[src/rtl/sensor_cond_pkg.sv]
// ============================================================================
// Module      : sensor_cond_pkg
// Description : Shared constants and helpers for the sensor conditioner.
// Revision    : 1.0 - initial release
// ============================================================================
`default_nettype none

package sensor_cond_pkg;

    localparam int NUM_SENSORS_C    = 8;
    localparam int DEB_CNT_W        = 8;
    localparam int DEBOUNCE_DEFAULT = 4;
    localparam int ACT_CNT_W        = 4;

    function automatic logic [ACT_CNT_W-1:0] popcount(input logic [NUM_SENSORS_C-1:0] v);
        logic [ACT_CNT_W-1:0] n;
        n = '0;
        for (int i = 0; i < NUM_SENSORS_C; i++) begin
            n = n + ACT_CNT_W'(v[i]);
        end
        return n;
    endfunction

endpackage

`default_nettype wire

[src/rtl/sensor_debounce_ch.sv]
// ============================================================================
// Module      : sensor_debounce_ch
// Description : One sensor channel: 2-flop sync, debounce counter, clean level,
//               edge strobes and optional sticky glitch flag
//               (SENSOR_GLITCH_LATCH_EN).
// Revision    : 1.0 - initial release
// ============================================================================
`default_nettype none

module sensor_debounce_ch
    import sensor_cond_pkg::*;
#(
    parameter int DEBOUNCE_CYCLES = DEBOUNCE_DEFAULT
) (
    input  logic clk,
    input  logic reset,
    input  logic i_raw,
    input  logic i_glitch_clr,
    output logic o_clean,
    output logic o_rise,
    output logic o_fall,
    output logic o_glitch
);

    localparam logic [DEB_CNT_W-1:0] c_cnt_max = DEB_CNT_W'(DEBOUNCE_CYCLES - 1);

    logic                 r_s1;
    logic                 r_s2;
    logic [DEB_CNT_W-1:0] r_cnt;
    logic                 r_clean;
    logic                 r_rise;
    logic                 r_fall;
    logic                 w_differ;
    logic                 w_accept;

    assign w_differ = r_s2 ^ r_clean;
    assign w_accept = w_differ && (r_cnt == c_cnt_max);

    always_ff @(posedge clk or negedge reset) begin
        if (!reset) begin
            r_s1    <= 1'b0;
            r_s2    <= 1'b0;
            r_cnt   <= '0;
            r_clean <= 1'b0;
            r_rise  <= 1'b0;
            r_fall  <= 1'b0;
        end else begin
            r_s1   <= i_raw;
            r_s2   <= r_s1;
            // Strobes share the edge that updates r_clean so they align with it.
            r_rise <= w_accept & r_s2;
            r_fall <= w_accept & ~r_s2;
            if (!w_differ) begin
                r_cnt <= '0;
            end else if (w_accept) begin
                r_clean <= r_s2;
                r_cnt   <= '0;
            end else begin
                r_cnt <= r_cnt + 1'b1;
            end
        end
    end

`ifdef SENSOR_GLITCH_LATCH_EN
    logic r_glitch;

    // A nonzero count that collapses back to the clean level was a rejected pulse.
    always_ff @(posedge clk or negedge reset) begin
        if (!reset) begin
            r_glitch <= 1'b0;
        end else if (!w_differ && (r_cnt != '0)) begin
            r_glitch <= 1'b1;
        end else if (i_glitch_clr) begin
            r_glitch <= 1'b0;
        end
    end

    assign o_glitch = r_glitch;
`else
    logic w_unused_glitch_clr;
    assign w_unused_glitch_clr = i_glitch_clr;
    assign o_glitch            = 1'b0;
`endif

    assign o_clean = r_clean;
    assign o_rise  = r_rise;
    assign o_fall  = r_fall;

endmodule

`default_nettype wire

[src/rtl/sensor_conditioner.sv]
// ============================================================================
// Module      : sensor_conditioner
// Description : Eight debounced sensor channels plus registered active count.
//               Optional glitch latching via SENSOR_GLITCH_LATCH_EN.
// Revision    : 1.0 - initial release
// ============================================================================
`default_nettype none

module sensor_conditioner
    import sensor_cond_pkg::*;
#(
    parameter int DEBOUNCE_CYCLES = DEBOUNCE_DEFAULT,
    parameter int NUM_SENSORS     = NUM_SENSORS_C
) (
    input  logic                   clk,
    input  logic                   reset,
    input  logic [NUM_SENSORS-1:0] sensor_raw,
    output logic [NUM_SENSORS-1:0] sensor_clean,
    output logic [NUM_SENSORS-1:0] rise_pulse,
    output logic [NUM_SENSORS-1:0] fall_pulse,
    output logic [ACT_CNT_W-1:0]   active_cnt,
    input  logic                   glitch_clr,
    output logic [NUM_SENSORS-1:0] glitch_flags
);

    logic [NUM_SENSORS-1:0] w_clean;
    logic [NUM_SENSORS-1:0] w_rise;
    logic [NUM_SENSORS-1:0] w_fall;
    logic [NUM_SENSORS-1:0] w_glitch;
    logic [ACT_CNT_W-1:0]   r_active_cnt;

    generate
        for (genvar i = 0; i < NUM_SENSORS; i++) begin : g_ch
            sensor_debounce_ch #(
                .DEBOUNCE_CYCLES (DEBOUNCE_CYCLES)
            ) u_ch (
                .clk          (clk),
                .reset        (reset),
                .i_raw        (sensor_raw[i]),
                .i_glitch_clr (glitch_clr),
                .o_clean      (w_clean[i]),
                .o_rise       (w_rise[i]),
                .o_fall       (w_fall[i]),
                .o_glitch     (w_glitch[i])
            );
        end
    endgenerate

    always_ff @(posedge clk or negedge reset) begin
        if (!reset) begin
            r_active_cnt <= '0;
        end else begin
            r_active_cnt <= popcount(w_clean);
        end
    end

    assign sensor_clean = w_clean;
    assign rise_pulse   = w_rise;
    assign fall_pulse   = w_fall;
    assign glitch_flags = w_glitch;
    assign active_cnt   = r_active_cnt;

endmodule

`default_nettype wire

[config.mk]
export PLATFORM = sky130hd
export DESIGN_NAME = sensor_conditioner
export DESIGN_NICKNAME = d
export VERILOG_FILES = /design/src/rtl/sensor_cond_pkg.sv /design/src/rtl/sensor_debounce_ch.sv /design/src/rtl/sensor_conditioner.sv
export SDC_FILE = /design/constraint.sdc
export NUM_CORES = 1
export LEC_CHECK = 0
export BUFFER_PORTS_ARGS = -buffer_cell sky130_fd_sc_hd__buf_2
export CAP_MARGIN = 10
export CORE_UTILIZATION = 40
export DETAILED_ROUTE_END_ITERATION = 8
export GPL_TIMING_DRIVEN = 0
export HOLD_SLACK_MARGIN = 0.15
export PLACE_DENSITY = 0.61
export SLEW_MARGIN = 20
export SYNTH_ARGS = -nofsm -noshare
export SYNTH_HDL_FRONTEND = slang
export SYNTH_SLANG_ARGS = --single-unit
[constraint.sdc]
create_clock -name clk -period 5.7 [get_ports clk]
set_input_delay 1.14 -clock clk [delete_from_list [all_inputs] [get_ports clk]]
set_output_delay 1.14 -clock clk [all_outputs]
set_load 0.02 [all_outputs]
==> impl_metrics.ini <==
[run_status]
run_status = finished, violations left
violations = DRC

[critical_path]
critical_path.max_stage_delay_ns = 0.62
rrSetupSlack_ns = 2.74
path_max_fanout = 5
cp_num_buf_inv = 3
crit_arrival_ns = 3.19
crit_type = reg -> reg
cp-startpoint = g_ch[0].u_ch.o_clean$_DFFE_PN0P_
cp-start-kind = flop
reg2regPathDepth = 9
path_cells = inv_1, fa_1, fa_1, fa_1, inv_1, ha_1, inv_1, fa_1, xnor2_1
cp_common_cell = fa_1
r2r-end = active_cnt[2]$_DFF_PN0_
endpoint_kind = flop
critPathTopFamily = adder cells
cp.required_ns = 5.93
cp_slowest_cell = fa_1
r2r_start = g_ch[0].u_ch.o_clean$_DFFE_PN0P_

[synth]
synth_compound_area_frac = 0.0657
yosys.area_share.simple = 0.178
ys_seq_elements = 108
synth-xor-area-share = 0.0603
syn_area_per_cell_um2 = 11.3
yosysWarnings = 0
yosys.area_share.adder = 0.0454
netlist_instances = 425
syn_area_um2 = 4800
muxShareOfSynthArea = 0.0219
synth.distinct_cells = 25
synth_top_family_by_area = simple AND/OR/NAND/NOR gates
ys_seq_area_frac = 0.564

[global_route]
grt_max_degree = 77
overflow = 0
grt_pass1_vias = 3042
antenna_found_initial = 0
grt_usage = 0.132
grt_pass1_wl_um = 13400

[final_layout]
antenna_cells = 0
finalNetCount = 507
final_cell_mix = dfrtp_1, nor2_1, buf_2
drive_gt1_frac = 0.233
final_common_cell = dfrtp_1
fin_cells = 629
syn2layout_area_growth_pct = 15.3

[cts]
cts_resized = 0
clk_path_buf_depth = 2
numCtsBuffers = 9
cts_tree = yes
post-cts-setup-buffers = 0
ctsRootBufferMaster = clkbuf_16
hold_buffers = 0
clock_latency_ns = 0.34
clkTransAtPathRegs_ns = 0.07
cts_num_sinks = 108
h-tree-depth = 3

[sta]
clock_skew_ns = 0.00721
setup_viol = 0
post-route-period-util = 0.519
fin_hold_ws_ns = 0.349
grt_setup_unrepaired = false
period_needed_ns = 2.96
fmax_mhz = 338
tns_ns = 0
finalMaxSlewViolations = 0
final_hold_viol_count = 0

[die]
die_h_um = 111
die_w_um = 111
core_um2 = 11600
die_area_um2 = 12400
rows = 39
initial_core_util = 0.415
ios = 47

[power_and_ir_drop]
switching_share = 0.336
comb_power_share = 0.331
seqPwrFrac = 0.408
powerDensity_nw_per_um2 = 443
peakVddDrop_uv = 276
clkPwrFrac = 0.261
power_w = 0.00245
p_int_w = 0.00163
switching_power_w = 0.000823
leakagePower_nw = 2.59

[route]
post-route-drc-count = 7
wirelength_um = 7560
wl_per_cell_um = 12.0
num_vias = 3080
drt_iter0_drc = 129
drt_first_pass_iters = 8
vias_per_cell = 4.90
antenna_left = 0

[worst_hold_path]
hold_start = g_ch[0].u_ch.r_s1$_DFF_PN0_
holdPathEnd = g_ch[0].u_ch.r_s2$_DFF_PN0_
hold_path_class = reg -> reg
whs_path_depth = 0

[placement]
io_buffers = 37
place_inst = 613
place_congestion = 0.763
hpwl_um = 5170

[job]
drv_cap = 0
-- sequential cells by signal (all words and copies together), names as in the netlist --
| register | cells |
|---|---|
| active_cnt | 4 |
| g_ch.u_ch.o_clean | 8 |
| g_ch.u_ch.o_fall | 8 |
| g_ch.u_ch.o_rise | 8 |
| g_ch.u_ch.r_cnt | 64 |
| g_ch.u_ch.r_s1 | 8 |
| g_ch.u_ch.r_s2 | 8 |
-- synthesized netlist by cell type, drive strengths merged --
master | instances | share of area
nor3b | 9 | 0.014
and3 | 4 | 0.0063
a21o | 4 | 0.0063
a21oi | 25 | 0.026
nand2 | 24 | 0.021
mux2 | 8 | 0.022
nor3 | 15 | 0.016
inv | 18 | 0.014
nor2 | 36 | 0.028
nor2b | 1 | 0.0013
buf | 32 | 0.050
ha | 11 | 0.029
o21ai | 24 | 0.025
conb | 1 | 0.00078
fa | 4 | 0.017
dfrtp | 108 | 0.56
nand3 | 24 | 0.025
or3 | 24 | 0.031
xnor2 | 13 | 0.024
nor4b | 8 | 0.025
a21bo | 4 | 0.0083
xor2 | 20 | 0.037
nand4 | 8 | 0.010
-- power by group through the flow --
stage	combinational (W)	clock (W)	sequential (W)
floorplan	0.000596	0	0.00101
global placement	0.000787	0	0.00101
detailed placement	0.000812	0	0.00101
CTS	0.000825	0.000659	0.00100
global route	0.000940	0.000682	0.00102
finish	0.000811	0.000639	0.00100
-- cell type report --
| cell class | count | area (um^2) |
|---|---|---|
| clock buffers | 12 | 256 |
| plain buffers | 32 | 240 |
| flip-flops and latches | 108 | 2700 |
| multi-input cells | 274 | 1810 |
| well taps | 143 | 179 |
| clock inverters | 4 | 55.1 |
| inverters | 18 | 67.6 |
| fillers | 1071 | 6030 |
| repair buffers | 38 | 219 |
-- cell families after synthesis --
kind of cell / Yosys count
simple gates: 153
flops: 108
compound gates: 57
buf+inv: 50
xor+xnor: 33
fa+ha+maj: 15
mux: 8
other cells: 1
-- worst register-to-register path, stage by stage (launching register included) --
cell and delay [ns]:
dfrtp_1 0.42, inv_1 0.11, fa_1 0.62, fa_1 0.46, fa_1 0.44, inv_1 0.07, ha_1 0.17, inv_1 0.06
fa_1 0.38, xnor2_1 0.14
-- metrics by stage --
stage / utilization / setup WS [ns] / instance area [um^2]
CTS: 0.478 / 2.72 / 5530
finish: 0.478 / 2.74 / 5530
global route: 0.478 / 2.61 / 5530
global placement: 0.448 / 2.25 / 5190
floorplan: - / 2.98 / 4820
detailed placement: 0.451 / 2.75 / 5220
-- per-layer routing --
layer	vias up	share of wire	GRT usage
met3	7	0.040	0.0408
met2	51	0.47	0.214
li1	1538	-	-
met5	-	0	0
met4	0	0.010	0.0414
met1	1484	0.48	0.170
-- worst max path at each step --
stage                     cells after the start  slack [ns]                              end
after floorplan                               9        2.98          active_cnt[2]$_DFF_PN0_
after global placement                        1        2.25  g_ch[1].u_ch.r_cnt[3]$_DFF_PN0_
after detailed placement                      9        2.75          active_cnt[2]$_DFF_PN0_
after CTS                                     9        2.72          active_cnt[2]$_DFF_PN0_
after global routing                          9        2.61          active_cnt[2]$_DFF_PN0_
final                                         9        2.74          active_cnt[2]$_DFF_PN0_
No activity file was read; power rests on OpenSTA's default activity.
